$ cat src/rtl/spsram_ctrl_pkg.sv
// Shared types and constants for the single-port SRAM controller.
// Latency: none, definitions only.
// Backpressure: none, definitions only.
package spsram_ctrl_pkg;

    typedef enum logic {
        ST_INIT = 1'b0,
        ST_RUN  = 1'b1
    } state_t;

    // Read-response buffer depth and the width of its occupancy counter.
    localparam int RSP_DEPTH = 3;
    localparam int RSP_CNT_W = $clog2(RSP_DEPTH + 1);

    // Number of byte lanes in a data word.
    function automatic int byte_lanes(input int data_width);
        return data_width / 8;
    endfunction

endpackage

$ cat src/rtl/spsram_rsp_fifo.sv
// In-order read-response buffer, RSP_DEPTH entries deep.
// Latency: a push is visible at the head on the cycle after the push edge.
// Backpressure: a push is dropped only if full with no pop; the controller never does that.
//
// Ports: cpuclk/cpurst_b clock and async active-low reset; push/push_dat write side;
// pop/head_dat read side (head_dat is the oldest entry); empty flag and entry count.
module spsram_rsp_fifo
    import spsram_ctrl_pkg::*;
#(
    parameter int DATA_WIDTH = 128
) (
    input  logic                  cpuclk,
    input  logic                  cpurst_b,
    input  logic                  push,
    input  logic [DATA_WIDTH-1:0] push_dat,
    input  logic                  pop,
    output logic [DATA_WIDTH-1:0] head_dat,
    output logic                  empty,
    output logic [RSP_CNT_W-1:0]  count
);

    localparam int PTR_W = $clog2(RSP_DEPTH);
    localparam logic [PTR_W-1:0]     PTR_LAST = PTR_W'(RSP_DEPTH - 1);
    localparam logic [RSP_CNT_W-1:0] CNT_FULL = RSP_CNT_W'(RSP_DEPTH);

    logic [DATA_WIDTH-1:0] mem [RSP_DEPTH];
    logic [PTR_W-1:0]      wr_ptr;
    logic [PTR_W-1:0]      rd_ptr;
    logic                  full;
    logic                  do_push;
    logic                  do_pop;

    // Depth is not a power of two, so pointers wrap explicitly.
    function automatic logic [PTR_W-1:0] ptr_inc(input logic [PTR_W-1:0] p);
        return (p == PTR_LAST) ? '0 : p + PTR_W'(1);
    endfunction

    assign empty    = (count == '0);
    assign full     = (count == CNT_FULL);
    assign do_pop   = pop & ~empty;
    // A full buffer can still take a push when the head leaves in the same cycle.
    assign do_push  = push & (~full | do_pop);
    assign head_dat = mem[rd_ptr];

    always_ff @(posedge cpuclk or negedge cpurst_b) begin
        if (!cpurst_b) begin
            wr_ptr <= '0;
            rd_ptr <= '0;
            count  <= '0;
        end else begin
            if (do_push) wr_ptr <= ptr_inc(wr_ptr);
            if (do_pop)  rd_ptr <= ptr_inc(rd_ptr);
            case ({do_push, do_pop})
                2'b10:   count <= count + RSP_CNT_W'(1);
                2'b01:   count <= count - RSP_CNT_W'(1);
                default: count <= count;
            endcase
        end
    end

    // Payload storage needs no reset; only the pointers decide what is valid.
    always_ff @(posedge cpuclk) begin
        if (do_push) mem[wr_ptr] <= push_dat;
    end

endmodule

$ cat src/rtl/spsram_128_ctrl.sv
// Single-port SRAM initiator: request channel -> SRAM cycles, read data -> response channel.
// Latency: SRAM pins are combinational from the accepted request; read response 2 cycles after accept.
// Backpressure: req_rdy drops once buffered plus in-flight reads reach RSP_DEPTH; never combinational on rsp_rdy.
//
// Ports: cpuclk/cpurst_b clock and async active-low reset; req_* valid/ready request
// (wr, word addr, wdata, active-high byte enables); rsp_* valid/ready read data;
// init_done high once traffic is accepted; sram_* macro pins (active-low cen/wen, a, d, q).
module spsram_128_ctrl
    import spsram_ctrl_pkg::*;
#(
    parameter int ADDR_WIDTH = 15,
    parameter int DATA_WIDTH = 128,
    parameter int INIT_EN    = 1
) (
    input  logic                              cpuclk,
    input  logic                              cpurst_b,
    input  logic                              req_vld,
    output logic                              req_rdy,
    input  logic                              req_wr,
    input  logic [ADDR_WIDTH-1:0]             req_addr,
    input  logic [DATA_WIDTH-1:0]             req_wdata,
    input  logic [byte_lanes(DATA_WIDTH)-1:0] req_be,
    output logic                              rsp_vld,
    input  logic                              rsp_rdy,
    output logic [DATA_WIDTH-1:0]             rsp_rdata,
    output logic                              init_done,
    output logic                              sram_cen,
    output logic [byte_lanes(DATA_WIDTH)-1:0] sram_wen,
    output logic [ADDR_WIDTH-1:0]             sram_a,
    output logic [DATA_WIDTH-1:0]             sram_d,
    input  logic [DATA_WIDTH-1:0]             sram_q
);

    localparam int BE_W = byte_lanes(DATA_WIDTH);
    localparam logic [RSP_CNT_W:0] OCC_MAX = RSP_DEPTH[RSP_CNT_W:0];

    state_t                 state_q;
    state_t                 state_d;
    logic [ADDR_WIDTH-1:0]  init_cnt_q;
    logic                   rd_inflight_q;
    logic [ADDR_WIDTH-1:0]  a_q;
    logic [DATA_WIDTH-1:0]  d_q;
    logic [RSP_CNT_W-1:0]   fifo_count;
    logic                   fifo_empty;
    logic [RSP_CNT_W:0]     occupancy;
    logic                   fire;
    logic                   rd_fire;

    assign init_done = (state_q == ST_RUN);
    // Reserve a buffer slot for every read already issued to the SRAM.
    assign occupancy = {1'b0, fifo_count} + {{RSP_CNT_W{1'b0}}, rd_inflight_q};
    assign req_rdy   = init_done & (occupancy < OCC_MAX);
    assign fire      = req_vld & req_rdy;
    assign rd_fire   = fire & ~req_wr;
    assign rsp_vld   = ~fifo_empty;

    always_comb begin
        state_d  = state_q;
        sram_cen = 1'b1;
        sram_wen = '1;
        sram_a   = a_q;
        sram_d   = d_q;
        case (state_q)
            ST_INIT: begin
                if (INIT_EN != 0) begin
                    sram_cen = 1'b0;
                    sram_wen = '0;
                    sram_a   = init_cnt_q;
                    sram_d   = '0;
                    if (init_cnt_q == '1) state_d = ST_RUN;
                end else begin
                    state_d = ST_RUN;
                end
            end
            ST_RUN: begin
                sram_cen = ~fire;
                sram_wen = ~({BE_W{fire & req_wr}} & req_be);
                if (fire) begin
                    sram_a = req_addr;
                    sram_d = req_wdata;
                end
            end
            default: state_d = ST_INIT;
        endcase
        // The fill would otherwise start driving writes while reset is still held;
        // keep the macro deselected for the whole reset assertion.
        if (!cpurst_b) begin
            sram_cen = 1'b1;
            sram_wen = '1;
        end
    end

    always_ff @(posedge cpuclk or negedge cpurst_b) begin
        if (!cpurst_b) begin
            state_q       <= ST_INIT;
            init_cnt_q    <= '0;
            rd_inflight_q <= 1'b0;
            a_q           <= '0;
            d_q           <= '0;
        end else begin
            state_q       <= state_d;
            rd_inflight_q <= rd_fire;
            if (state_q == ST_INIT && INIT_EN != 0) init_cnt_q <= init_cnt_q + ADDR_WIDTH'(1);
            // Remember the last driven address/data so idle cycles leave the pins still.
            if (!sram_cen) begin
                a_q <= sram_a;
                d_q <= sram_d;
            end
        end
    end

    // Q is valid the cycle after a read cycle, which is exactly when rd_inflight_q is set.
    spsram_rsp_fifo #(
        .DATA_WIDTH (DATA_WIDTH)
    ) u_rsp_fifo (
        .cpuclk   (cpuclk),
        .cpurst_b (cpurst_b),
        .push     (rd_inflight_q),
        .push_dat (sram_q),
        .pop      (rsp_vld & rsp_rdy),
        .head_dat (rsp_rdata),
        .empty    (fifo_empty),
        .count    (fifo_count)
    );

endmodule

$ cat config.mk
export PLATFORM = sky130hd
export DESIGN_NAME = spsram_128_ctrl
export DESIGN_NICKNAME = d
export VERILOG_FILES = /design/src/rtl/spsram_ctrl_pkg.sv /design/src/rtl/spsram_rsp_fifo.sv /design/src/rtl/spsram_128_ctrl.sv
export SDC_FILE = /design/constraint.sdc
export NUM_CORES = 1
export LEC_CHECK = 0
export ABC_CLOCK_PERIOD_IN_PS = 26800
export CAP_MARGIN = 20
export CORE_MARGIN = 10
export CORE_UTILIZATION = 53
export CTS_BUF_LIST = sky130_fd_sc_hd__clkbuf_4 sky130_fd_sc_hd__clkbuf_8 sky130_fd_sc_hd__clkbuf_16
export DETAILED_ROUTE_END_ITERATION = 10
export GPL_TIMING_DRIVEN = 0
export HOLD_SLACK_MARGIN = 0.02
export MAX_ROUTING_LAYER = met4
export PLACE_DENSITY = 0.94
export SYNTH_ARGS = -nofsm -noshare
export SYNTH_HDL_FRONTEND = slang
export SYNTH_SLANG_ARGS = --single-unit
$ cat constraint.sdc
create_clock -name cpuclk -period 26.8 [get_ports cpuclk]
set_input_delay 5.36 -clock cpuclk [delete_from_list [all_inputs] [get_ports cpuclk]]
set_output_delay 5.36 -clock cpuclk [all_outputs]
set_load 0.01 [all_outputs]
==> results.py, run 1 <==
metrics = {
    "run_status": {
        "outcome": "completed",
    },
    "timing": {
        "timing.final.crit_share_pct": 50.3,
        "setup_slack_ns": 13.33,
        "clock_skew_ns": 0.0229,
        "setup_viol": 0,
        "slew_violations": 0,
        "timing.hold.ws_ns": 0.508,
        "max_freq_ghz": 0.0742,
        "max_slew.worst_pin.slew_ns": 0.762,
        "final_hold_violating_endpoints": 0,
        "slew_headroom_pct": 49.2,
        "setup_tns_ns": 0,
        "period_needed_ns": 13.47,
        "grt_setup_unrepaired": "no",
    },
    "cts": {
        "ctsRootBufferMaster": "clkbuf_16",
        "cts.clk_slew.worst_paths_ns": 0.07,
        "cts_tree": "done",
        "clk-insertion-delay-late_ns": 0.61,
        "setup_bufs_post_cts": 0,
        "clock_tree.buffer_depth": 3,
        "cts_repair_resize_count": 0,
        "clk_sink_count": 550,
        "cts.htree.levels": 2,
        "cts_made_buffers": 54,
        "cts_hold_repair.buffers": 0,
    },
    "floorplan": {
        "die_w_um": 229,
        "placeableCoreArea_um2": 43200,
        "start_util_pct": 53.8,
        "placement_rows": 76,
        "die_height_um": 229,
        "fp.dieArea_um2": 52600,
        "io_pins": 583,
    },
    "cells_and_area": {
        "flow.area_growth_from_synthesis_pct": 38.2,
        "post_layout_nonfiller_instances": 3257,
        "final_core_util_pct": 74.4,
        "num-nets-final": 2901,
        "post_route_cells_drive_above_1_share_pct": 7.55,
    },
    "critical_path": {
        "end_kind": "output pin",
        "critical_path_arrival_ns": 8.11,
        "startpoint_type": "input pin",
        "worst-r2r-cell-count": 8,
        "critical_path_class": "input pin to output pin",
        "crit_fanout": 10,
        "required_ns": 21.44,
    },
    "global_route": {
        "grt_max_degree": 87,
        "global_route.usage.total_pct": 32.1,
        "grt_first_pass_wirelength_um": 127000,
        "overflow": 0,
        "grt_antenna_before_repair": 22,
        "first_global_vias": 20161,
    },
    "placed_design": {
        "place.detailed.instances": 3134,
        "routabilityCongestion": 0.955,
        "pre_cts_slack_ns": 13.48,
        "hpwlAfterDp_um": 61600,
        "buffer_ports.inserted": 582,
    },
    "detailed_routing": {
        "drt-vias-per-instance": 6.18,
        "detail_route.first_pass.iterations": 9,
        "average_detailed_routed_wire_length_per_instance_um": 26.5,
        "drcViolationCount": 0,
        "drtIter0Drc": 2636,
        "antenna_violating_nets_post_route": 0,
        "wirelength_um": 86400,
        "num_vias": 20120,
    },
    "worst_hold_path": {
        "hold_class": "register to register",
        "hold_depth": 2,
    },
    "logic_synthesis": {
        "netlist_instances": 1927,
        "mappedNetlistArea_um2": 23200,
        "yosys_register_bits": 550,
        "synth_nets": 2223,
        "synth_area_per_cell_um2": 12.1,
        "synth.yosys.warnings": 0,
        "seq_area_frac_synth_pct": 67.5,
        "synth.lib_cells_used.distinct": 38,
    },
    "power": {
        "leakagePower_nw": 10.8,
        "powerDensity_nw_per_um2": 54.3,
        "ir_worst_vdd_mv": 0.0709,
    },
    "job": {
        "maxCapViolations": 0,
    },
}
==> Yosys cell counts (all sizes together) <==
master	count	area, um^2
o211ai	1	7.51
a22oi	127	953
a221o	14	141
nand4	7	58.8
a21oi	144	724
and3	16	100
o21ai	275	1380
xnor2	9	78.8
dfrtp	166	4150
ha	4	50.1
nor3b	2	15.0
mux2i	129	1290
and2	2	12.5
or2	1	6.26
nand2	415	1560
or3	1	11.3
nor2	6	22.5
nor4	3	18.8
edfxtp	384	11500
mux2	1	11.3
o22ai	30	188
nand3	4	25.0
inv	20	75.1
buf	74	420
nand2b	2	12.5
xor2	8	70.1
clkbuf	75	282
nor3	4	25.0
a21o	3	22.5
==> sequential cells by signal (all words and copies together), names as in the netlist <==
name,flops
u_rsp_fifo.mem,384
d_q,128
a_q,15
init_cnt_q,15
u_rsp_fifo.count,2
u_rsp_fifo.rd_ptr,2
u_rsp_fifo.wr_ptr,2
init_done,1
rd_inflight_q,1
==> worst paths after layout <==
kind | startpoint | slack (ns) | end
max in group asynchronous | cpurst_b | 21.16 | d_q[33]
min in group asynchronous | cpurst_b | 4.74 | init_cnt_q[2]
worst min register to register | d_q[127] | 0.51 | d_q[127]
worst max register to register | u_rsp_fifo.count[0] | 24.13 | d_q[28]
worst min-delay path | d_q[127] | 0.51 | d_q[127]
worst max-delay path | req_vld | 13.33 | sram_d[99]
==> critical path: stages <==
cell and delay [ns]:
clkdlybuf4s50_1 0.49, nand3_2 0.23, buf_2 0.35, clkbuf_1 0.40, nand2_1 0.13, a21oi_1 0.46, clkdlybuf4s50_1 0.68
==> metal layers <==
layer / vias up / GRT usage (%) / wire length [um]
met5: - / - / 0
met4: 0 / 17.9 / 4900
met2: 1480 / 52.6 / 43600
met1: 9829 / 36.3 / 29700
li1: 8477 / - / -
met3: 334 / 6.81 / 8210
==> logic make-up after synthesis <==
group / synth area share (%)
AOI/OAI and AO/OA: 14.7
DFF: 67.5
and+or+nand+nor: 8.03
buffers and inverters: 3.34
muxes: 5.60
xor gates and xnor gates: 0.641
adders and majority gates: 0.215
==> where the power goes <==
group	internal (mW)	switching, mW	leakage (nW)	total [mW]
clock	0.424	0.332	0.873	0.756
sequential	0.912	0.00122	5.72	0.913
combinational	0.0432	0.0322	4.25	0.0754
total	1.38	0.365	10.8	1.74
==> stage by stage <==
| stage | cell area, um^2 | total power [mW] |
|---|---|---|
| finish | 32100 | 1.74 |
| global route | 32100 | 1.79 |
| CTS | 32100 | 1.75 |
| detailed placement | 30300 | 1.00 |
| global placement | 29800 | 1.00 |
| floorplan | 23200 | 0.939 |
==> final cells by class <==
cell class,count,area (um^2)
flip-flops and latches,550,15700
fillers,2621,11100
clock buffers,66,1440
multi-input cells,1208,6800
inverters,20,75.1
clock inverters,34,309
repair buffers,622,6310
well taps,585,732
diodes,23,57.6
plain buffers,149,702
==> layout by cell type, fill, tap and decap left out, types with 4 or more instances in the layout <==
master / synthesis / final
a21oi_1: 143 / 143
a221o_1: 13 / 13
a22oi_1: 127 / 127
and3_1: 16 / 16
buf_1: 11 / 11
buf_2: 45 / 45
buf_4: 13 / 13
buf_6: 5 / 40
buf_8: 0 / 5
bufinv_16: 0 / 4
clkbuf_1: 75 / 75
clkbuf_16: 0 / 54
clkbuf_4: 0 / 12
clkdlybuf4s50_1: 0 / 581
clkinv_1: 0 / 15
clkinv_2: 0 / 10
dfrtp_1: 166 / 166
diode_2: 0 / 23
edfxtp_1: 384 / 384
ha_1: 4 / 4
inv_1: 20 / 20
mux2i_1: 129 / 129
nand2_1: 415 / 415
nand4_1: 6 / 6
nor2_1: 6 / 6
o21ai_0: 264 / 264
o21ai_1: 11 / 11
o22ai_1: 30 / 30
xnor2_1: 9 / 9
xor2_1: 8 / 8
Power figures use the tool's default switching activity.
==> run 2, diff against run 1 <==
--- a/config.mk
+++ b/config.mk
@@ -5,16 +5,16 @@
 export SDC_FILE = /design/constraint.sdc
 export NUM_CORES = 1
 export LEC_CHECK = 0
-export ABC_CLOCK_PERIOD_IN_PS = 26800
+export ABC_CLOCK_PERIOD_IN_PS = 12400
 export CAP_MARGIN = 20
 export CORE_MARGIN = 10
-export CORE_UTILIZATION = 53
+export CORE_UTILIZATION = 50
 export CTS_BUF_LIST = sky130_fd_sc_hd__clkbuf_4 sky130_fd_sc_hd__clkbuf_8 sky130_fd_sc_hd__clkbuf_16
 export DETAILED_ROUTE_END_ITERATION = 10
 export GPL_TIMING_DRIVEN = 0
 export HOLD_SLACK_MARGIN = 0.02
 export MAX_ROUTING_LAYER = met4
-export PLACE_DENSITY = 0.94
+export PLACE_DENSITY = 0.9
 export SYNTH_ARGS = -nofsm -noshare
 export SYNTH_HDL_FRONTEND = slang
 export SYNTH_SLANG_ARGS = --single-unit
==> constraint.sdc (replaced) <==
create_clock -name cpuclk -period 12.4 [get_ports cpuclk]
set_input_delay 2.48 -clock cpuclk [delete_from_list [all_inputs] [get_ports cpuclk]]
set_output_delay 2.48 -clock cpuclk [all_outputs]
set_load 0.01 [all_outputs]
==> run 2 against run 1 <==
Net effect: non-clock buffer count down 7; register-to-register slack lost 15 ns; the run now ends with design-rule violations left; sequential share of layout area down 0.069 points; via count about the same; power is 120% higher; critical path type unchanged; sequential cell count is the same; first-iteration DRC count down 9.2%; critical path depth unchanged; design area increased by 0.14%; highest routed layer unchanged.
==> results.py, run 2 (synthesis gave the netlist of run 1 again) <==
metrics = {
    "critical_path": {
        "worst-r2r-cell-count": 7,
        "critical_path_arrival_ns": 5.17,
        "critical_path_class": "input pin to output pin",
        "required_ns": 9.92,
        "critical_path.reg2reg.startpoint": "u_rsp_fifo.count[0]",
        "startpoint_type": "input pin",
        "crit_fanout": 10,
        "endpoint_of_the_lowest_slack_register_to_register_path": "u_rsp_fifo.mem[2][100]",
        "end_kind": "output pin",
        "reg2reg_setup_slack_ns": 9.60,
    },
    "floorplan": {
        "io_pins": 583,
        "die_height_um": 236,
        "placeableCoreArea_um2": 45700,
        "die_w_um": 236,
        "placement_rows": 78,
        "start_util_pct": 50.9,
        "fp.dieArea_um2": 55500,
    },
    "timing": {
        "max_slew.worst_pin.slew_ns": 0.994,
        "clock_skew_ns": 0.0320,
        "slew_violations": 0,
        "timing.final.crit_share_pct": 61.7,
        "final_hold_violating_endpoints": 0,
        "max_freq_ghz": 0.131,
        "period_needed_ns": 7.65,
        "grt_setup_unrepaired": "no",
        "setup_viol": 0,
        "slew_headroom_pct": 33.0,
        "setup_tns_ns": 0,
    },
    "placed_design": {
        "routabilityCongestion": 0.951,
        "hpwlAfterDp_um": 66300,
        "buffer_ports.inserted": 582,
        "place.detailed.instances": 3142,
    },
    "cells_and_area": {
        "flow.area_growth_from_synthesis_pct": 38.3,
        "area.sequential_um2": 15700,
        "largest_register_ff_count": 384,
        "post_layout_nonfiller_instances": 3260,
        "reg.largest.list": "u_rsp_fifo.mem (384), d_q (128)",
        "post_route_cells_drive_above_1_share_pct": 7.44,
        "num-nets-final": 2894,
        "multiInputGateArea_um2": 6810,
        "final_core_util_pct": 70.4,
        "final_common_cell": "clkdlybuf4s50_1",
        "fillers": 2924,
        "layout_common_cells": "581 x clkdlybuf4s50_1, 415 x nand2_1, 384 x edfxtp_1",
        "registers.top_by_ff_count": "u_rsp_fifo.mem",
    },
    "global_route": {
        "met3_usage_pct": 8.85,
        "grt_antenna_before_repair": 24,
        "grt_max_degree": 92,
        "first_global_vias": 19873,
        "grt_first_pass_wirelength_um": 135000,
        "grt.busiest_layer": "met2",
        "groute.layer.met1.usage_pct": 36.2,
        "overflow": 0,
        "globalRouteMet2Util_pct": 53.3,
        "global_route.usage.total_pct": 32.9,
    },
    "power": {
        "report.power.total_mw": 3.79,
        "leakagePower_nw": 10.8,
        "ir_worst_vdd_mv": 0.138,
        "powerDensity_nw_per_um2": 118,
    },
    "cts": {
        "cts_made_buffers": 54,
        "ctsRootBufferMaster": "clkbuf_16",
        "cts.clk_slew.worst_paths_ns": 0.06,
        "clk-insertion-delay-late_ns": 0.65,
        "cts_hold_repair.buffers": 0,
        "cts.htree.levels": 2,
        "clock_tree.buffer_depth": 3,
        "clk_sink_count": 550,
        "setup_bufs_post_cts": 0,
        "cts_tree": "done",
        "cts_repair_resize_count": 0,
    },
    "detailed_routing": {
        "drt-vias-per-instance": 6.18,
        "drcViolationCount": 1,
        "num_vias": 20137,
        "antenna_violating_nets_post_route": 0,
        "average_detailed_routed_wire_length_per_instance_um": 28.9,
        "wirelength_um": 94200,
        "detail_route.first_pass.iterations": 8,
        "drtIter0Drc": 2394,
    },
    "worst_hold_path": {
        "worstHoldStart": "d_q[23]",
        "endpoint_with_the_worst_hold_slack": "d_q[23]",
        "hold_class": "register to register",
        "hold_depth": 2,
    },
    "run_status": {
        "outcome": "finished with violations",
        "failed_checks": "design-rule violations",
    },
    "job": {
        "maxCapViolations": 0,
    },
}
[run 2: cell type report]
class	count	share of cell area, %
Buffer	149	2.18
Inverter	20	0.233
Sequential cell	550	48.8
Clock buffer	69	4.57
Clock inverter	25	0.817
Timing Repair Buffer	615	19.7
Tap cell	600	2.33
Antenna cell	24	0.187
Multi-Input combinational cell	1208	21.2
[run 2: worst max path at each step]
stage | start | endpoint | slack [ns] | cells past startpoint
after floorplan | rsp_rdy | u_rsp_fifo.mem[0][0] | 0.26 | 2
after global placement | rsp_rdy | u_rsp_fifo.mem[0][105] | -5.96 | 3
after detailed placement | cpurst_b | sram_wen[0] | 4.77 | 6
after CTS | req_vld | sram_d[35] | 4.77 | 7
after global routing | req_vld | sram_d[26] | 4.65 | 7
final | req_vld | sram_d[23] | 4.75 | 7
[run 2: metal layers]
layer	part of all wire, %	up-vias	wire, um
met5	0	-	0
met4	6.4	0	6010
met3	11	280	9970
met2	49	1580	46200
met1	34	9822	32100
li1	-	8455	-
[run 2: power breakdown]
part,switching (mW),internal [mW]
logic,0.0789,0.0935
registers,0.00218,1.97
clock network,0.734,0.906
total,0.816,2.97
[run 2: through the flow]
stage / instance area, um^2 / hold slack (ns) / setup slack [ns]
2_1_floorplan: 23300 / 0.470 / 0.262
3_3_place_gp: 29800 / 0.485 / -5.96
3_5_place_dp: 30400 / 0.497 / 4.77
4_1_cts: 32100 / 0.510 / 4.77
5_1_grt: 32200 / 0.539 / 4.65
6_report: 32200 / 0.509 / 4.75
[run 2: worst max-delay path, cell delays in order]
cell	delay, ns
clkdlybuf4s50_1	0.58
nand3_2	0.29
clkbuf_1	0.41
buf_2	0.43
nand2_1	0.10
a21oi_1	0.23
clkdlybuf4s50_1	0.66
==> run 3, diff against run 2 <==
--- a/config.mk
+++ b/config.mk
@@ -5,7 +5,7 @@
 export SDC_FILE = /design/constraint.sdc
 export NUM_CORES = 1
 export LEC_CHECK = 0
-export ABC_CLOCK_PERIOD_IN_PS = 12400
+export ABC_CLOCK_PERIOD_IN_PS = 7100
 export CAP_MARGIN = 20
 export CORE_MARGIN = 10
 export CORE_UTILIZATION = 50
==> constraint.sdc (replaced) <==
create_clock -name cpuclk -period 7.1 [get_ports cpuclk]
set_input_delay 1.42 -clock cpuclk [delete_from_list [all_inputs] [get_ports cpuclk]]
set_output_delay 1.42 -clock cpuclk [all_outputs]
set_load 0.01 [all_outputs]
==> run 3 against run 2 <==
Net effect: the run now ends clean; largest cell class unchanged; global-route usage shrank 2.2 points; core utilization grew 0.90 points; sequential cell count is the same; sequential power grew 75%.
==> results.py, run 3 (synthesis gave the netlist of run 1 again) <==
metrics = {
    "cells_and_area": {
        "fin_area_um2": 32600,
        "registers.top_by_ff_count": "u_rsp_fifo.mem",
        "final_core_util_pct": 71.3,
        "reg.largest.list": "u_rsp_fifo.mem (384), d_q (128)",
        "num-nets-final": 2891,
        "flow.area_growth_from_synthesis_pct": 40.1,
        "largest_register_ff_count": 384,
        "final_common_cell": "clkdlybuf4s50_1",
        "layout_common_cells": "581 x clkdlybuf4s50_1, 415 x nand2_1, 384 x edfxtp_1",
        "post_route_cells_drive_above_1_share_pct": 7.72,
    },
    "worst_hold_path": {
        "hold_class": "register to register",
        "worstHoldStart": "d_q[127]",
    },
    "floorplan": {
        "placement_rows": 78,
        "fp.dieArea_um2": 55500,
        "die_w_um": 236,
        "start_util_pct": 50.9,
        "io_pins": 583,
        "die_height_um": 236,
        "placeableCoreArea_um2": 45700,
    },
    "timing": {
        "max_freq_ghz": 0.180,
        "grt_setup_unrepaired": "no",
        "slew_headroom_pct": 46.1,
        "final_hold_violating_endpoints": 0,
        "period_needed_ns": 5.56,
        "slew_violations": 0,
        "setup_slack_ns": 1.54,
        "max_slew.worst_pin.slew_ns": 0.809,
        "setup_tns_ns": 0,
        "setup_viol": 0,
        "timing.final.crit_share_pct": 78.3,
        "clock_skew_ns": 0.0430,
    },
    "critical_path": {
        "critical_path_arrival_ns": 4.14,
        "crit_path_start": "cpurst_b",
        "critical_path.reg2reg.startpoint": "u_rsp_fifo.count[0]",
        "timing.critical_path.to": "sram_cen",
        "startpoint_type": "input pin",
        "critical_path.slowest_cell": "clkbuf_1",
        "end_kind": "output pin",
        "reg2reg_setup_slack_ns": 4.25,
        "endpoint_of_the_lowest_slack_register_to_register_path": "u_rsp_fifo.mem[2][81]",
        "worst-r2r-cell-count": 9,
        "crit_path_cell_trace": "buf_8 -> buf_16 -> buf_2 -> clkbuf_1 -> o21ai_0 -> clkdlybuf4s50_1",
        "critical-path-max-stage-delay_ns": 0.57,
        "crit_fanout": 91,
        "critical_path_class": "input pin to output pin",
        "required_ns": 5.68,
    },
    "global_route": {
        "grt_first_pass_wirelength_um": 128000,
        "met3_usage_pct": 7.73,
        "grt_antenna_before_repair": 22,
        "grt.busiest_layer": "met2",
        "globalRouteMet2Util_pct": 50.4,
        "first_global_vias": 19817,
        "groute.layer.met1.usage_pct": 34.2,
        "grt_max_degree": 92,
        "overflow": 0,
        "global_route.usage.total_pct": 30.7,
    },
    "placed_design": {
        "hpwlAfterDp_um": 62900,
        "pre_cts_slack_ns": 1.57,
        "buffer_ports.inserted": 582,
        "routabilityCongestion": 0.972,
        "post_dp_cell_area_um2": 30400,
    },
    "power": {
        "powerDensity_nw_per_um2": 214,
        "leakagePower_nw": 11.0,
        "ir_worst_vdd_mv": 0.263,
    },
    "run_status": {
        "outcome": "completed",
    },
    "cts": {
        "cts.htree.levels": 2,
        "setup_bufs_post_cts": 0,
        "ctsRootBufferMaster": "clkbuf_16",
        "clk_sink_count": 550,
        "clock_tree.buffer_depth": 3,
        "cts_tree": "done",
        "cts.clk_slew.worst_paths_ns": 0.07,
        "cts_repair_resize_count": 0,
        "cts_made_buffers": 55,
        "clk-insertion-delay-late_ns": 0.65,
        "cts_hold_repair.buffers": 0,
    },
    "detailed_routing": {
        "detail_route.first_pass.iterations": 6,
        "num_vias": 19765,
        "antenna_violating_nets_post_route": 0,
        "drtIter0Drc": 2139,
        "drcViolationCount": 0,
        "wirelength_um": 86800,
        "average_detailed_routed_wire_length_per_instance_um": 26.6,
        "drt-vias-per-instance": 6.05,
    },
    "job": {
        "maxCapViolations": 0,
    },
}
[run 3: cell types whose count changed in the layout (fill, tap and decap cells not counted), sizes merged]
cell,change
buf,-4
bufinv,+8
diode,-1
clkinv,+2
[run 3: report_power, final]
| group | internal, mW | switching (mW) | leakage, nW |
|---|---|---|---|
| registers | 3.44 | 0.00392 | 5.72 |
| logic | 0.163 | 0.117 | 4.25 |
| clock network | 1.95 | 1.31 | 1.02 |
[run 3: per-stage QoR]
stage	std cells	hold slack (ns)	total power, mW
2_1_floorplan	1927	0.470	3.54
3_3_place_gp	3109	0.485	3.77
3_5_place_dp	3138	0.496	3.79
4_1_cts	3242	0.513	7.01
5_1_grt	3265	0.549	7.16
6_report	3265	0.513	6.98
[run 3: layout make-up]
| class | count | area [um^2] |
|---|---|---|
| Timing Repair Buffer | 611 | 6420 |
| Inverter | 20 | 75.1 |
| Fill cell | 2977 | 13100 |
| Clock inverter | 35 | 533 |
| Multi-Input combinational cell | 1208 | 6810 |
| Buffer | 149 | 702 |
| Clock buffer | 69 | 1530 |
| Tap cell | 600 | 751 |
| Antenna cell | 23 | 57.6 |
| Sequential cell | 550 | 15700 |
[run 3: worst min path at each step]
stage / cells past startpoint / slack (ns) / to
after floorplan: 2 / 0.47 / d_q[127]
after detailed placement: 2 / 0.50 / d_q[127]
after global placement: 2 / 0.48 / d_q[127]
after CTS: 2 / 0.51 / d_q[127]
after global routing: 2 / 0.55 / d_q[51]
final: 2 / 0.51 / d_q[127]
[run 3: worst max-delay path: cells and delay by family]
kind	cells	cell delay [ns]
compound gates	1	0.27
buf+inv	5	2.32
[run 3: per-layer routing]
metal | share of wire, % | up-vias
met4 | 5.5 | 0
met1 | 35 | 9793
met2 | 50 | 1254
li1 | - | 8452
met5 | 0 | -
met3 | 9.2 | 266
